$ cat src/rtl/mem_bus_arbiter_if.sv
// mem_bus_arbiter_if: requester and memory-bus signals of the shared bus arbiter
interface mem_bus_arbiter_if #(
  parameter int ADDR_W = 32,
  parameter int DATA_W = 32
);
  logic              if_req;
  logic [ADDR_W-1:0] if_addr;
  logic [DATA_W-1:0] if_rdata;
  logic              if_done;
  logic              ls_req;
  logic              ls_we;
  logic [ADDR_W-1:0] ls_addr;
  logic [DATA_W-1:0] ls_wdata;
  logic [DATA_W-1:0] ls_rdata;
  logic              ls_done;
  logic              err;
  logic              busy;
  logic [ADDR_W-1:0] BUS_addr;
  logic [DATA_W-1:0] BUS_wdata;
  logic              BUS_mode;
  logic              BUS_start_transaction;
  logic [DATA_W-1:0] BUS_rdata;
  logic              BUS_rdata_valid;
  logic              BUS_write_done;
  modport slave (
    input  if_req, if_addr, ls_req, ls_we, ls_addr, ls_wdata,
           BUS_rdata, BUS_rdata_valid, BUS_write_done,
    output if_rdata, if_done, ls_rdata, ls_done, err, busy,
           BUS_addr, BUS_wdata, BUS_mode, BUS_start_transaction
  );
  modport master (
    output if_req, if_addr, ls_req, ls_we, ls_addr, ls_wdata,
           BUS_rdata, BUS_rdata_valid, BUS_write_done,
    input  if_rdata, if_done, ls_rdata, ls_done, err, busy,
           BUS_addr, BUS_wdata, BUS_mode, BUS_start_transaction
  );
endinterface

$ cat src/rtl/mem_bus_arbiter.sv
// mem_bus_arbiter: round-robin fetch/load-store arbiter and sequencer for the shared memory bus
module mem_bus_arbiter #(
  parameter int ADDR_W  = 32,
  parameter int DATA_W  = 32,
  parameter int TIMEOUT = 255
) (
  input logic              clk,
  input logic              rst_n,
  mem_bus_arbiter_if.slave bus
);
  localparam int CW = TIMEOUT > 0 ? $clog2(TIMEOUT + 1) : 1;
  typedef enum logic [1:0] {S_IDLE, S_ISSUE, S_WAIT, S_DONE} state_t;
  state_t            state_q, state_d;
  logic              grant_q, grant_d, last_q, last_d, to_q, to_d, mode_q, mode_d;
  logic [CW-1:0]     cnt_q, cnt_d;
  logic [ADDR_W-1:0] addr_q, addr_d;
  logic [DATA_W-1:0] wdata_q, wdata_d, if_rdata_q, if_rdata_d, ls_rdata_q, ls_rdata_d, rd_val;
  logic              start_q, start_d, busy_q, busy_d, err_q, err_d;
  logic              if_done_q, if_done_d, ls_done_q, ls_done_d;
  logic              resp, expire, fin, both;
  // only the response matching the transaction type counts; it beats a simultaneous timeout
  assign resp   = mode_q ? bus.BUS_write_done : bus.BUS_rdata_valid;
  assign expire = TIMEOUT != 0 && cnt_q == CW'(TIMEOUT - 1);
  assign fin    = state_q == S_WAIT && (resp || expire);
  assign rd_val = resp ? bus.BUS_rdata : '0;
  assign both   = bus.if_req && bus.ls_req;
  // state and registered outputs; last_grant resets to LS so fetch wins the first tie
  always_ff @(posedge clk or negedge rst_n) begin
    if (!rst_n) begin
      state_q    <= S_IDLE;
      grant_q    <= 1'b0;
      last_q     <= 1'b1;
      to_q       <= 1'b0;
      mode_q     <= 1'b0;
      cnt_q      <= '0;
      addr_q     <= '0;
      wdata_q    <= '0;
      if_rdata_q <= '0;
      ls_rdata_q <= '0;
      start_q    <= 1'b0;
      busy_q     <= 1'b0;
      err_q      <= 1'b0;
      if_done_q  <= 1'b0;
      ls_done_q  <= 1'b0;
    end else begin
      state_q    <= state_d;
      grant_q    <= grant_d;
      last_q     <= last_d;
      to_q       <= to_d;
      mode_q     <= mode_d;
      cnt_q      <= cnt_d;
      addr_q     <= addr_d;
      wdata_q    <= wdata_d;
      if_rdata_q <= if_rdata_d;
      ls_rdata_q <= ls_rdata_d;
      start_q    <= start_d;
      busy_q     <= busy_d;
      err_q      <= err_d;
      if_done_q  <= if_done_d;
      ls_done_q  <= ls_done_d;
    end
  end
  // next state: arbitrate and latch the winner in IDLE, count and capture the response in WAIT
  always_comb begin
    state_d    = state_q;
    grant_d    = grant_q;
    last_d     = last_q;
    to_d       = to_q;
    mode_d     = mode_q;
    addr_d     = addr_q;
    wdata_d    = wdata_q;
    cnt_d      = state_q == S_ISSUE ? '0 : state_q == S_WAIT ? cnt_q + CW'(1) : cnt_q;
    if_rdata_d = fin && !mode_q && !grant_q ? rd_val : if_rdata_q;
    ls_rdata_d = fin && !mode_q && grant_q ? rd_val : ls_rdata_q;
    case (state_q)
      S_IDLE: if (bus.if_req || bus.ls_req) begin
        grant_d = both ? !last_q : bus.ls_req;
        last_d  = grant_d;
        mode_d  = grant_d && bus.ls_we;
        addr_d  = grant_d ? bus.ls_addr : bus.if_addr;
        wdata_d = mode_d ? bus.ls_wdata : wdata_q;
        to_d    = 1'b0;
        state_d = S_ISSUE;
      end
      S_ISSUE: state_d = S_WAIT;
      S_WAIT: if (fin) begin
        to_d    = !resp;
        state_d = S_DONE;
      end
      default: state_d = S_IDLE;
    endcase
  end
  // outputs for the coming cycle, decoded from the next state
  always_comb begin
    start_d   = state_d == S_ISSUE;
    busy_d    = state_d != S_IDLE;
    if_done_d = state_d == S_DONE && !grant_d;
    ls_done_d = state_d == S_DONE && grant_d;
    err_d     = state_d == S_DONE && to_d;
  end
  assign bus.if_rdata              = if_rdata_q;
  assign bus.ls_rdata              = ls_rdata_q;
  assign bus.if_done               = if_done_q;
  assign bus.ls_done               = ls_done_q;
  assign bus.err                   = err_q;
  assign bus.busy                  = busy_q;
  assign bus.BUS_addr              = addr_q;
  assign bus.BUS_wdata             = wdata_q;
  assign bus.BUS_mode              = mode_q;
  assign bus.BUS_start_transaction = start_q;
endmodule

$ cat src/flat_wrapper.sv
// flat-port wrapper written by rule: the top's interface ports become plain ports
module mem_bus_arbiter_flat 
#(
  parameter int ADDR_W  = 32,
  parameter int DATA_W  = 32,
  parameter int TIMEOUT = 255
)
  (clk, rst_n, bus_if_req, bus_if_addr, bus_ls_req, bus_ls_we, bus_ls_addr, bus_ls_wdata, bus_BUS_rdata, bus_BUS_rdata_valid, bus_BUS_write_done, bus_if_rdata, bus_if_done, bus_ls_rdata, bus_ls_done, bus_err, bus_busy, bus_BUS_addr, bus_BUS_wdata, bus_BUS_mode, bus_BUS_start_transaction);
  mem_bus_arbiter_if #(.ADDR_W(ADDR_W), .DATA_W(DATA_W)) bus_i ();
  input logic clk;
  input logic rst_n;
  input wire logic [$bits(bus_i.if_req)-1:0] bus_if_req;
  input wire logic [$bits(bus_i.if_addr)-1:0] bus_if_addr;
  input wire logic [$bits(bus_i.ls_req)-1:0] bus_ls_req;
  input wire logic [$bits(bus_i.ls_we)-1:0] bus_ls_we;
  input wire logic [$bits(bus_i.ls_addr)-1:0] bus_ls_addr;
  input wire logic [$bits(bus_i.ls_wdata)-1:0] bus_ls_wdata;
  input wire logic [$bits(bus_i.BUS_rdata)-1:0] bus_BUS_rdata;
  input wire logic [$bits(bus_i.BUS_rdata_valid)-1:0] bus_BUS_rdata_valid;
  input wire logic [$bits(bus_i.BUS_write_done)-1:0] bus_BUS_write_done;
  output wire logic [$bits(bus_i.if_rdata)-1:0] bus_if_rdata;
  output wire logic [$bits(bus_i.if_done)-1:0] bus_if_done;
  output wire logic [$bits(bus_i.ls_rdata)-1:0] bus_ls_rdata;
  output wire logic [$bits(bus_i.ls_done)-1:0] bus_ls_done;
  output wire logic [$bits(bus_i.err)-1:0] bus_err;
  output wire logic [$bits(bus_i.busy)-1:0] bus_busy;
  output wire logic [$bits(bus_i.BUS_addr)-1:0] bus_BUS_addr;
  output wire logic [$bits(bus_i.BUS_wdata)-1:0] bus_BUS_wdata;
  output wire logic [$bits(bus_i.BUS_mode)-1:0] bus_BUS_mode;
  output wire logic [$bits(bus_i.BUS_start_transaction)-1:0] bus_BUS_start_transaction;
  assign bus_i.if_req = bus_if_req;
  assign bus_i.if_addr = bus_if_addr;
  assign bus_i.ls_req = bus_ls_req;
  assign bus_i.ls_we = bus_ls_we;
  assign bus_i.ls_addr = bus_ls_addr;
  assign bus_i.ls_wdata = bus_ls_wdata;
  assign bus_i.BUS_rdata = bus_BUS_rdata;
  assign bus_i.BUS_rdata_valid = bus_BUS_rdata_valid;
  assign bus_i.BUS_write_done = bus_BUS_write_done;
  assign bus_if_rdata = bus_i.if_rdata;
  assign bus_if_done = bus_i.if_done;
  assign bus_ls_rdata = bus_i.ls_rdata;
  assign bus_ls_done = bus_i.ls_done;
  assign bus_err = bus_i.err;
  assign bus_busy = bus_i.busy;
  assign bus_BUS_addr = bus_i.BUS_addr;
  assign bus_BUS_wdata = bus_i.BUS_wdata;
  assign bus_BUS_mode = bus_i.BUS_mode;
  assign bus_BUS_start_transaction = bus_i.BUS_start_transaction;
  mem_bus_arbiter #(.ADDR_W(ADDR_W), .DATA_W(DATA_W), .TIMEOUT(TIMEOUT)) u_core (.clk(clk), .rst_n(rst_n), .bus(bus_i));
endmodule
$ cat config.mk
export PLATFORM = sky130hd
export DESIGN_NAME = mem_bus_arbiter_flat
export DESIGN_NICKNAME = d
export VERILOG_FILES = /design/src/rtl/mem_bus_arbiter_if.sv /design/src/rtl/mem_bus_arbiter.sv /design/src/flat_wrapper.sv
export SDC_FILE = /design/constraint.sdc
export NUM_CORES = 1
export LEC_CHECK = 0
export CORE_MARGIN = 5
export CORE_UTILIZATION = 47
export CTS_BUF_LIST = sky130_fd_sc_hd__clkbuf_4
export DETAILED_ROUTE_END_ITERATION = 16
export PLACE_DENSITY = 0.94
export SETUP_SLACK_MARGIN = 0.3
export SLEW_MARGIN = 20
export SYNTH_ARGS = -nofsm -noshare
export SYNTH_HDL_FRONTEND = slang
export SYNTH_SLANG_ARGS = --single-unit
$ cat constraint.sdc
create_clock -name clk -period 3.9 [get_ports clk]
set_input_delay 0.78 -clock clk [delete_from_list [all_inputs] [get_ports clk]]
set_output_delay 0.78 -clock clk [all_outputs]
set_load 0.01 [all_outputs]
==> flow_metrics.env, run 1 <==
export IMPL_outcome="complete, no violations"
export IMPL_coreArea_sq_mm=0.0132
export IMPL_drv_cap=0
export IMPL_drive_gt1_frac=0.183
export IMPL_peakVddDrop_v=0.000380
export IMPL_cp_max_fo=33
export IMPL_wirelength_um=17000
export IMPL_rows=42
export IMPL_wl_per_cell_um=18.5
export IMPL_final_common_cell="clkdlybuf4s50_1"
export IMPL_portBuffers=268
export IMPL_yosys_register_bits=147
export IMPL_setup_viol=0
export IMPL_period_minus_slack_ns=2.45
export IMPL_fin_setup_tns_ns=0
export IMPL_dr_pass1_iters=4
export IMPL_grt_pass1_wl_um=26800
export IMPL_io_pins=269
export IMPL_htreeDepth=4
export IMPL_fin_util=0.705
export IMPL_synth_top_flop_cell="dfrtp_1"
export IMPL_ys_seq_area_frac=0.581
export IMPL_dp_hpwl_um=13000
export IMPL_synth_edff_count=0
export IMPL_drc_errors=0
export IMPL_yosysUniqueCellTypes=44
export IMPL_insertion_delay_ns=0.53
export IMPL_cts_root_buf="clkbuf_4"
export IMPL_worstSetupStartpointType="input port"
export IMPL_die_area_sq_mm=0.0159
export IMPL_grt_max_degree=81
export IMPL_grt_overflow=0
export IMPL_grt_setup_unrepaired="no"
export IMPL_powerDensity_mw_per_mm2=701
export IMPL_die_w_um=126
export IMPL_ys_warnings_count=0
export IMPL_synthSimpleGateAreaFrac=0.0786
export IMPL_max_slew_worst_pin_slew_ns=0.867
export IMPL_cts_resized_gates=0
export IMPL_cts_tree="done"
export IMPL_cts_hold_buffers=0
export IMPL_initial_core_util=0.478
export IMPL_clock_path_buffers=2
export IMPL_fmax_mhz=408
export IMPL_post_route_period_util=0.629
export IMPL_clk_pin_slew_ns=0.11
export IMPL_muxShareOfSynthArea=0.241
export IMPL_crit_type="in2reg"
export IMPL_end_kind="register"
export IMPL_final_cell_mix="clkdlybuf4s50_1, dfrtp_1, mux2_2"
export IMPL_arrival_ns=2.86
export IMPL_max_slew_margin=0.421
export IMPL_syn_area_sq_mm=0.00633
export IMPL_syn_to_final_growth_pct=47.3
export IMPL_avgViaCountPerCell=5.03
export IMPL_required_ns=4.31
export IMPL_cts_setup_buffers=0
export IMPL_p_leak_nw=4.13
export IMPL_synthAdderAreaFrac=0.0119
export IMPL_ys_async_sr_fraction=1.00
export IMPL_drv_slew=0
export IMPL_synth_top_family_by_area="multiplexers"
export IMPL_antenna_found_initial=1
export IMPL_avgSynthCellArea_sq_um=13.7
export IMPL_grt_pass1_vias=4967
export IMPL_postRouteAntennaNets=0
export IMPL_vias=4610
export IMPL_drt_iter0_markers=172
export IMPL_clock_sinks=147
export IMPL_gp_congestion=0.842
export IMPL_grtUsageTotal=0.214
export IMPL_hold_viol_final=0
export IMPL_synth_compound_area_frac=0.0510
export IMPL_fin_nets=870
export IMPL_netlist_instances=462
export IMPL_skew_ns=0.0160
export IMPL_hold_class="in2async"
export IMPL_cts_made_buffers=17
export IMPL_synth_xor_area_frac=0.00415
export IMPL_syn_num_nets=603
export IMPL_dieHeight_um=126
==> per-stage QoR <==
step / power (mW) / worst slack, ns / cell area, sq um / instances / hold WS [ns]
6_report: 6.55 / 1.45 / 9330 / 916 / 0.272
5_1_grt: 6.97 / 1.35 / 9330 / 916 / 0.275
4_1_cts: 6.62 / 1.38 / 9330 / 915 / 0.250
3_5_place_dp: 5.85 / 0.876 / 9130 / 886 / 0.469
3_3_place_gp: 5.70 / 0.995 / 9130 / 886 / 0.461
2_1_floorplan: 4.07 / 2.04 / 6330 / 462 / 0.468
==> Yosys cell counts (2+ instances only) <==
cell type  count  area (sq um)
mux2_4        27           405
buf_12         3          60.1
a22o_1         2          17.5
inv_1          5          18.8
nor2b_1       25           156
and3_1         3          18.8
mux2_2        63           709
buf_2          9          45.0
and2b_1        7          52.6
nand3_1        2          10.0
xnor2_1        2          17.5
ha_1           6          75.1
a31oi_1        2          12.5
and2_1         2          12.5
o21ai_0       38           190
dfrtp_1      146          3650
mux2i_1       33           330
nor2_1         4          15.0
clkbuf_1       7          26.3
nand2b_1       2          12.5
mux2_1         6          67.6
buf_6          3          33.8
a21oi_1        5          25.0
nand2_1       37           139
o31ai_1        2          15.0
buf_4          3          22.5
==> metal layers <==
layer	vias to the layer above	track usage	share of wire
met4	0	0.0757	0.021
met2	222	0.367	0.49
met1	2222	0.247	0.40
met5	-	0	0
li1	2141	-	-
met3	25	0.0804	0.091
==> worst max-delay path: stages <==
cell	delay (ns)
clkdlybuf4s50_1	0.59
a21boi_4	0.23
nand3_2	0.66
mux2_2	0.56
==> where the power goes <==
group	switching [mW]	internal, mW	total (mW)
combinational	1.33	1.87	3.20
sequential	0.401	2.19	2.59
clock	0.494	0.261	0.755
total	2.23	4.32	6.55
==> state kept, by name, indices dropped and copies added, names as in the netlist <==
signal,count
u_core.bus.BUS_addr,32
u_core.bus.ls_rdata,32
u_core.bus.BUS_start_transaction,1
u_core.last_q,1
u_core.cnt_q,8
u_core.bus.ls_done,1
u_core.bus.err,1
u_core.grant_q,1
u_core.bus.if_done,1
u_core.bus.if_rdata,32
u_core.state_q,2
u_core.to_q,1
u_core.bus.BUS_wdata,32
u_core.bus.busy,1
u_core.bus.BUS_mode,1
==> kinds of logic after synthesis <==
logic type | count (synthesis)
simple gates | 91
mux | 130
fa+ha+maj | 6
buf+inv | 30
xor+xnor | 3
flops | 147
compound gates | 55
==> worst paths after layout <==
path                                          from                        to  slack [ns]  cells after the start
min                                          rst_n   u_core.bus.ls_rdata[12]        0.27                      1
max in group asynchronous                    rst_n             u_core.last_q        2.74                      2
min in group clk           u_core.bus.BUS_addr[26]   u_core.bus.BUS_addr[26]        0.49                      2
min reg2reg                u_core.bus.BUS_addr[26]   u_core.bus.BUS_addr[26]        0.49                      2
max                                     bus_ls_req  u_core.bus.BUS_wdata[15]        1.45                      4
max reg2reg                      u_core.state_q[0]  u_core.bus.BUS_wdata[15]        1.55                      4
==> final cells by class <==
cell class                 count  area (sq um)
fill                         875          3910
sequential                   147          3680
timing repair buffer         273          2730
multi-input combinational    285          2480
tap                          176           220
clock buffer                  21           158
clock inverter                 8          41.3
inverter                       5          18.8
antenna                        1          2.50
Note: power is estimated with default switching activity, not from simulation.
==> run 2, diff against run 1 <==
CORE_UTILIZATION = 44   (was 47)
PLACE_DENSITY = 0.9   (was 0.94)
clock period = 2.4 ns   (was 3.9 ns; I/O delays follow)
==> run 2 against run 1 <==
Non-clock buffer count is 8 higher. Cell area is 2.7% higher. Core utilization is 2.0 points lower. Register-to-register slack worse by 1.1 ns. Wire length is 2.4% higher. Final cell count is 1.5% higher. Power is 72% higher. Critical endpoint is now bus_BUS_addr[30].
==> flow_metrics.env, run 2 (same netlist as run 1, synthesis figures left out) <==
export IMPL_outcome="complete, no violations"
export IMPL_busiest_layer="met2"
export IMPL_grt_pass1_vias=5023
export IMPL_cp_max_fo=2
export IMPL_syn_to_final_growth_pct=51.3
export IMPL_cts_made_buffers=17
export IMPL_dieHeight_um=130
export IMPL_post_route_period_util=0.826
export IMPL_portBuffers=268
export IMPL_p_sw_mw=3.73
export IMPL_combPwrFrac=0.467
export IMPL_met3_usage=0.0753
export IMPL_rrSetupSlack_ns=0.43
export IMPL_wirelength_um=17400
export IMPL_htreeDepth=4
export IMPL_grt_setup_unrepaired="no"
export IMPL_clock_sinks=147
export IMPL_seqPwrFrac=0.378
export IMPL_cts_root_buf="clkbuf_4"
export IMPL_cp_num_buf_inv=1
export IMPL_period_minus_slack_ns=1.98
export IMPL_clk_pin_slew_ns=0.13
export IMPL_clock_path_buffers=2
export IMPL_grt_use_met2=0.355
export IMPL_p_leak_nw=4.23
export IMPL_worstSetupStartpointType="register"
export IMPL_grtUsageTotal=0.207
export IMPL_die_area_sq_mm=0.0169
export IMPL_dr_pass1_iters=4
export IMPL_fin_setup_tns_ns=0
export IMPL_use_met1=0.241
export IMPL_internal_power_mw=7.50
export IMPL_max_slew_worst_pin_slew_ns=0.579
export IMPL_insertion_delay_ns=0.54
export IMPL_fin_nets=878
export IMPL_avgViaCountPerCell=5.00
export IMPL_setup_viol=0
export IMPL_skew_ns=0.0152
export IMPL_drv_cap=0
export IMPL_crit_type="reg2out"
export IMPL_p_clk_frac=0.155
export IMPL_drv_slew=0
export IMPL_grt_pass1_wl_um=26800
export IMPL_cts_setup_buffers=0
export IMPL_reg2reg_from="u_core.cnt_q[0]"
export IMPL_grt_overflow=0
export IMPL_drt_iter0_markers=224
export IMPL_end_kind="output port"
export IMPL_antenna_found_initial=0
export IMPL_arrival_ns=1.50
export IMPL_required_ns=1.92
export IMPL_gp_congestion=0.835
export IMPL_powerDensity_mw_per_mm2=1170
export IMPL_hold_viol_final=0
export IMPL_postRouteAntennaNets=0
export IMPL_fmax_mhz=505
export IMPL_final_common_cell="clkdlybuf4s50_1"
export IMPL_final_cell_mix="clkdlybuf4s50_1, dfrtp_1, mux2_2"
export IMPL_dp_hpwl_um=13300
export IMPL_crit_chain="clkdlybuf4s50_1"
export IMPL_place_ws_ns=0.192
export IMPL_critPathMaxStageDelay_ns=0.57
export IMPL_die_w_um=130
export IMPL_wl_per_cell_um=18.7
export IMPL_hold_class="in2async"
export IMPL_p_sw_frac=0.332
export IMPL_max_slew_margin=0.614
export IMPL_coreArea_sq_mm=0.0140
export IMPL_vias=4647
export IMPL_initial_core_util=0.453
export IMPL_io_pins=269
export IMPL_grt_max_degree=65
export IMPL_drc_errors=0
export IMPL_crit_slowest_cell="clkdlybuf4s50_1"
export IMPL_rr_worst_depth=7
export IMPL_crit_family="buffers and inverters"
export IMPL_rows=43
export IMPL_layout_setup_ws_ns=0.419
export IMPL_startpoint="u_core.bus.BUS_addr[30]"
export IMPL_cts_tree="done"
export IMPL_drive_gt1_frac=0.193
export IMPL_peakVddDrop_v=0.000548
export IMPL_n_antenna_cell=0
export IMPL_r2r_end="u_core.bus.ls_rdata[11]"
## run 2: power by group through the flow
stage / combinational, mW / clock, mW / sequential [mW]
after floorplan: 2.01 / 0 / 4.61
after CTS: 5.32 / 1.80 / 4.24
final: 5.24 / 1.75 / 4.24
after detailed placement: 5.30 / 0 / 4.28
after global routing: 5.65 / 1.91 / 4.36
after global placement: 5.14 / 0 / 4.20
## run 2: worst max path at each step
| stage | slack, ns | cells past startpoint | endpoint |
|---|---|---|---|
| 4_1_cts | 0.34 | 1 | bus_BUS_addr[15] |
| 3_3_place_gp | 0.29 | 4 | u_core.bus.BUS_addr[23] |
| 6_report | 0.42 | 1 | bus_BUS_addr[30] |
| 5_1_grt | 0.31 | 1 | bus_BUS_addr[15] |
| 2_1_floorplan | 0.68 | 7 | u_core.bus.ls_rdata[11] |
| 3_5_place_dp | 0.19 | 4 | u_core.bus.BUS_addr[31] |
## run 2: final cells by class
cell class | instances | area [sq um]
Tap cell | 180 | 225
Clock inverter | 13 | 181
Sequential cell | 147 | 3680
Fill cell | 972 | 4400
Multi-Input combinational cell | 285 | 2480
Inverter | 5 | 18.8
Clock buffer | 19 | 143
Timing Repair Buffer | 281 | 2860
## run 2: repair_timing
item                                    4_1_cts  5_1_grt
endpoints found under the setup margin        1        0
gates resized for setup                       1        0
hold buffers                                  1        0
hold endpoints to repair                     60        0
## run 2: layer usage
metal / wire length (um) / vias to the layer above
li1: - / 2162
met1: 6570 / 2243
met2: 8720 / 219
met3: 1780 / 23
met4: 308 / 0
met5: 0 / -
## run 2: metrics by stage
| step | power, mW | instances | util | cell area (sq um) | hold WS (ns) |
|---|---|---|---|---|---|
| after floorplan | 6.62 | 462 | - | 6330 | 0.184 |
| after global placement | 9.34 | 897 | 0.661 | 9250 | 0.461 |
| after detailed placement | 9.58 | 897 | 0.661 | 9250 | 0.473 |
| after CTS | 11.4 | 930 | 0.685 | 9590 | 0.449 |
| after global routing | 11.9 | 930 | 0.685 | 9590 | 0.486 |
| final | 11.2 | 930 | 0.685 | 9590 | 0.474 |
==> run 3, diff against run 2 <==
CORE_UTILIZATION = 40   (was 44)
PLACE_DENSITY = 0.86   (was 0.9)
clock period = 1.73 ns   (was 2.4 ns; I/O delays follow)
==> run 3 against run 2 <==
The flow now finishes with violations (setup timing). Final cell count grew 21%. Wire length grew 29%. Sequential share of layout area decreased by 6.5 points. Global-route usage up 1.5 points. Register-to-register slack got worse by 0.46 ns. Non-clock buffer count grew 156. Via count grew 20%. Critical path type is now reg2reg. Critical endpoint is now u_core.bus.if_rdata[15]. Largest power group unchanged.
==> flow_metrics.env, run 3 (same netlist as run 1, synthesis figures left out) <==
export IMPL_outcome="finished, violations left"
export IMPL_violations="setup timing"
export IMPL_fin_nets=1034
export IMPL_final_cell_mix="dfrtp_1, clkdlybuf4s50_1, buf_4"
export IMPL_grt_pass1_vias=5834
export IMPL_reg2reg_from="u_core.cnt_q[0]"
export IMPL_gp_congestion=0.812
export IMPL_die_area_sq_mm=0.0185
export IMPL_peakVddDrop_v=0.00100
export IMPL_grt_max_degree=46
export IMPL_p_leak_nw=5.72
export IMPL_portBuffers=268
export IMPL_clk_pin_slew_ns=0.13
export IMPL_required_ns=2.16
export IMPL_hold_worst_slack_ns=0.247
export IMPL_post_route_period_util=1.02
export IMPL_drv_slew=0
export IMPL_max_slew_worst_pin_slew_ns=0.351
export IMPL_coreArea_sq_mm=0.0157
export IMPL_cts_root_buf="clkbuf_4"
export IMPL_layout_setup_ws_ns=-0.0292
export IMPL_dieHeight_um=136
export IMPL_insertion_delay_ns=0.55
export IMPL_worstSetupStartpointType="register"
export IMPL_setup_viol=27
export IMPL_hold_class="in2async"
export IMPL_r2r_end="u_core.bus.if_rdata[15]"
export IMPL_arrival_ns=2.18
export IMPL_max_slew_margin=0.759
export IMPL_grt_overflow=0
export IMPL_rr_worst_depth=8
export IMPL_final_common_cell="dfrtp_1"
export IMPL_powerDensity_mw_per_mm2=1710
export IMPL_place_ws_ns=-0.330
export IMPL_crit_end="u_core.bus.if_rdata[15]"
export IMPL_grt_pass1_wl_um=31500
export IMPL_drv_cap=0
export IMPL_cp_max_fo=26
export IMPL_rrSetupSlack_ns=-0.03
export IMPL_initial_core_util=0.403
export IMPL_grtUsageTotal=0.222
export IMPL_crit_type="reg2reg"
export IMPL_drc_errors=0
export IMPL_rows=46
export IMPL_drt_iter0_markers=297
export IMPL_cts_made_buffers=17
export IMPL_die_w_um=136
export IMPL_dp_hpwl_um=13200
export IMPL_period_minus_slack_ns=1.76
export IMPL_dr_pass1_iters=4
export IMPL_grt_setup_unrepaired="yes"
export IMPL_wirelength_um=22500
export IMPL_clock_path_buffers=2
export IMPL_end_kind="register"
export IMPL_fill_cells=942
export IMPL_wl_per_cell_um=20.0
export IMPL_vias=5560
export IMPL_htreeDepth=4
export IMPL_drive_gt1_frac=0.555
export IMPL_avgViaCountPerCell=4.95
export IMPL_syn_to_final_growth_pct=82.2
export IMPL_fmax_mhz=568
export IMPL_skew_ns=0.0233
export IMPL_startpoint="u_core.cnt_q[0]"
export IMPL_hold_viol_final=0
export IMPL_clock_sinks=147
export IMPL_antenna_found_initial=1
export IMPL_postRouteAntennaNets=0
export IMPL_io_pins=269
export IMPL_cts_tree="done"
run 3: cell count changes in the layout (fill, tap and decap cells not counted), sizes merged:
cell | previous run | this run
clkbuf | 19 | 24
bufinv | 4 | 3
clkinvlp | 3 | 2
buf | 13 | 298
diode | 0 | 2
clkdlybuf4s50 | 266 | 133
dlygate4sd2 | 1 | 0
clkinv | 3 | 8
inv | 8 | 5
run 3: per-layer routing:
layer	up-vias	share of wire	GRT usage
li1	2478	-	-
met1	2762	0.37	0.255
met2	267	0.52	0.391
met3	53	0.076	0.0633
met4	0	0.027	0.0857
met5	-	0	0
run 3: repair_timing:
item                                    4_1_cts  5_1_grt
setup buffers                                62       56
endpoints found under the setup margin      252      274
hold endpoints to repair                     79        0
pin swaps                                    28       36
cloned                                       12        7
hold buffers                                  1        0
gates resized for setup                     693       96
run 3: power by group:
group	switching (mW)	leakage, nW	internal (mW)
combinational	4.56	3.72	6.91
sequential	1.10	1.85	4.94
clock	1.21	0.148	1.00
total	6.86	5.72	12.9
run 3: worst max-delay path, stage by stage (launching register included):
cell	delay, ns
dfrtp_1	0.39
inv_2	0.06
ha_4	0.16
nand3_4	0.08
nor2_4	0.04
buf_4	0.14
o21ai_4	0.16
buf_12	0.22
mux2_2	0.37
run 3: worst min path at each step:
stage / endpoint / slack (ns) / depth (start not counted)
after CTS: u_core.bus.ls_rdata[6] / 0.20 / 2
after detailed placement: u_core.bus.ls_rdata[11] / 0.26 / 1
after floorplan: u_core.bus.BUS_addr[0] / 0.05 / 0
after global placement: u_core.bus.ls_rdata[11] / 0.25 / 1
final: u_core.bus.ls_rdata[6] / 0.25 / 2
after global routing: u_core.bus.ls_rdata[6] / 0.23 / 2
run 3: cell type report:
class / count / area [sq um] / area share
repair buffers: 437 / 4250 / 0.369
flip-flops and latches: 147 / 3680 / 0.319
multi-input cells: 285 / 3030 / 0.262
well taps: 216 / 270 / 0.0234
clock buffers: 19 / 143 / 0.0124
clock inverters: 13 / 141 / 0.0123
inverters: 5 / 18.8 / 0.00163
diodes: 2 / 5.00 / 0.000434
run 3: stage by stage:
step / power [mW] / TNS (ns) / cells / area (sq um) / utilization
3_5_place_dp: 13.8 / -27.46 / 952 / 9570 / 0.609
3_3_place_gp: 13.4 / -19.29 / 952 / 9570 / 0.609
4_1_cts: 17.6 / -0.462 / 1059 / 10600 / 0.675
6_report: 19.7 / -0.297 / 1124 / 11500 / 0.734
5_1_grt: 20.7 / -2.77 / 1124 / 11500 / 0.734
2_1_floorplan: 9.45 / 0 / 462 / 6480 / -
==> edit, RTL diff (config.mk and constraints of run 3) <==
Re-encode `state_t` (4 states) as Gray code, 2 bits wide.
--- a/src/rtl/mem_bus_arbiter.sv
+++ b/src/rtl/mem_bus_arbiter.sv
@@ -9,7 +9,7 @@
   mem_bus_arbiter_if.slave bus
 );
   localparam int CW = TIMEOUT > 0 ? $clog2(TIMEOUT + 1) : 1;
-  typedef enum logic [1:0] {S_IDLE, S_ISSUE, S_WAIT, S_DONE} state_t;
+  typedef enum logic [1:0] {S_IDLE = 2'b00, S_ISSUE = 2'b01, S_WAIT = 2'b11, S_DONE = 2'b10} state_t;
   state_t            state_q, state_d;
   logic              grant_q, grant_d, last_q, last_d, to_q, to_d, mode_q, mode_d;
   logic [CW-1:0]     cnt_q, cnt_d;
Function: no difference found for any inputs over 4 cycles, from zero or initial values and one cycle with rst_n low; so few cycles prove little.
==> edit against run 3 <==
Total power down 10%. Maximum frequency up 6.9%. Wire length fell by 0.36%. Sequential cell count did not move. Critical path type unchanged. Cell count decreased by 9.4%. Area after synthesis decreased by 4.7%. Design area down 10%. Setup slack improved by 0.11 ns.
==> edit: results (changes against run 3) <==
| Metric | Value |
|---|---|
| Wire length on met3 | `2350 um (was 1710 um)` |
| Synth Area in Compound Gates | `15.1% (was 5.10%)` |
| DR pass1 iterations | `5 (was 4)` |
| Post-Synth Adder-Cell Area | `1.24% (was 1.19%)` |
| Yosys cell types | `36 (was 44)` |
| Clock network power | `0.00231 W (was 0.00222 W)` |
| Largest net degree at the start of global routing | `66 (was 46)` |
| GRT Overall Usage | `20.7% (was 22.2%)` |
| WL met2 | `11300 um (was 11800 um)` |
| Layout Cells excl Fill | `1018 (was 1124)` |
| Rel. slew slack | `57.7% (was 75.9%)` |
| Post-placement cell count | `880 (was 952)` |
| Routed Wire Length | `22400 um (was 22500 um)` |
| Post-synthesis xor/xnor area fraction | `0.725% (was 0.415%)` |
| Combinational cell power | `0.00936 W (was 0.0115 W)` |
| Switching power | `0.00652 W (was 0.00686 W)` |
| Syn_nets | `584 (was 603)` |
| GPL Wtd Cong | `0.856 (was 0.812)` |
| Post-synth top cells | `dfrtp_1, a32o_1, nand2_1 (was dfrtp_1, mux2_2, o21ai_0)` |
| VDD IR max | `0.862 mV (was 1.00 mV)` |
| DR vias/cell | `5.46 (was 4.95)` |
| Tightest Hold Check Type | `primary input to flip-flop (was primary input to asynchronous set/reset pin)` |
| Skew final | `0.0357 ns (was 0.0233 ns)` |
| Worst Path Max Fanout | `8 (was 26)` |
| Seq/Total Area, Yosys | `60.9% (was 58.1%)` |
| NumNets Final | `957 (was 1034)` |
| Top Family by Delay on Critical Path | `flip-flops (was buffers and inverters)` |
| Pre-CTS setup slack | `-0.297 ns (was -0.330 ns)` |
| Status | `finished clean (was finished, violations left)` |
| Mux cell area share after synthesis | `13.4% (was 24.1%)` |
| M1 wire length | `8170 um (was 8420 um)` |
| DP Area | `9060 um^2 (was 9570 um^2)` |
| Global routing usage on met1 | `23.9% (was 25.5%)` |
| Grt met3 use | `8.10% (was 6.33%)` |
| Vias in the first global route | `5385 (was 5834)` |
## edit: repair_timing
item,in CTS,in global routing
setup buffers,51,39
hold buffers,1,0
pin swaps,9,24
gates cloned,2,12
endpoints found under the setup margin,242,274
hold endpoints to repair,51,0
gates resized for setup,594,133
## edit: final timing paths
check	endpoint	slack, ns	depth (start not counted)
max reg2reg	u_core.bus.ls_rdata[9]	0.08	8
min in group asynchronous	u_core.bus.BUS_wdata[4]	0.31	2
max	u_core.bus.ls_rdata[9]	0.08	8
max in group asynchronous	u_core.bus.ls_rdata[6]	0.77	3
min	u_core.state_q[1]	0.29	4
min reg2reg	u_core.bus.if_rdata[10]	0.51	1
## edit: cell type report
cell class | count | area (um^2) | share of cell area [%]
sequential | 147 | 3680 | 35.5
timing repair buffer | 388 | 3580 | 34.5
multi-input combinational | 257 | 2540 | 24.6
tap | 188 | 235 | 2.27
clock inverter | 14 | 166 | 1.61
clock buffer | 18 | 135 | 1.30
inverter | 5 | 21.3 | 0.205
antenna | 1 | 2.50 | 0.0241
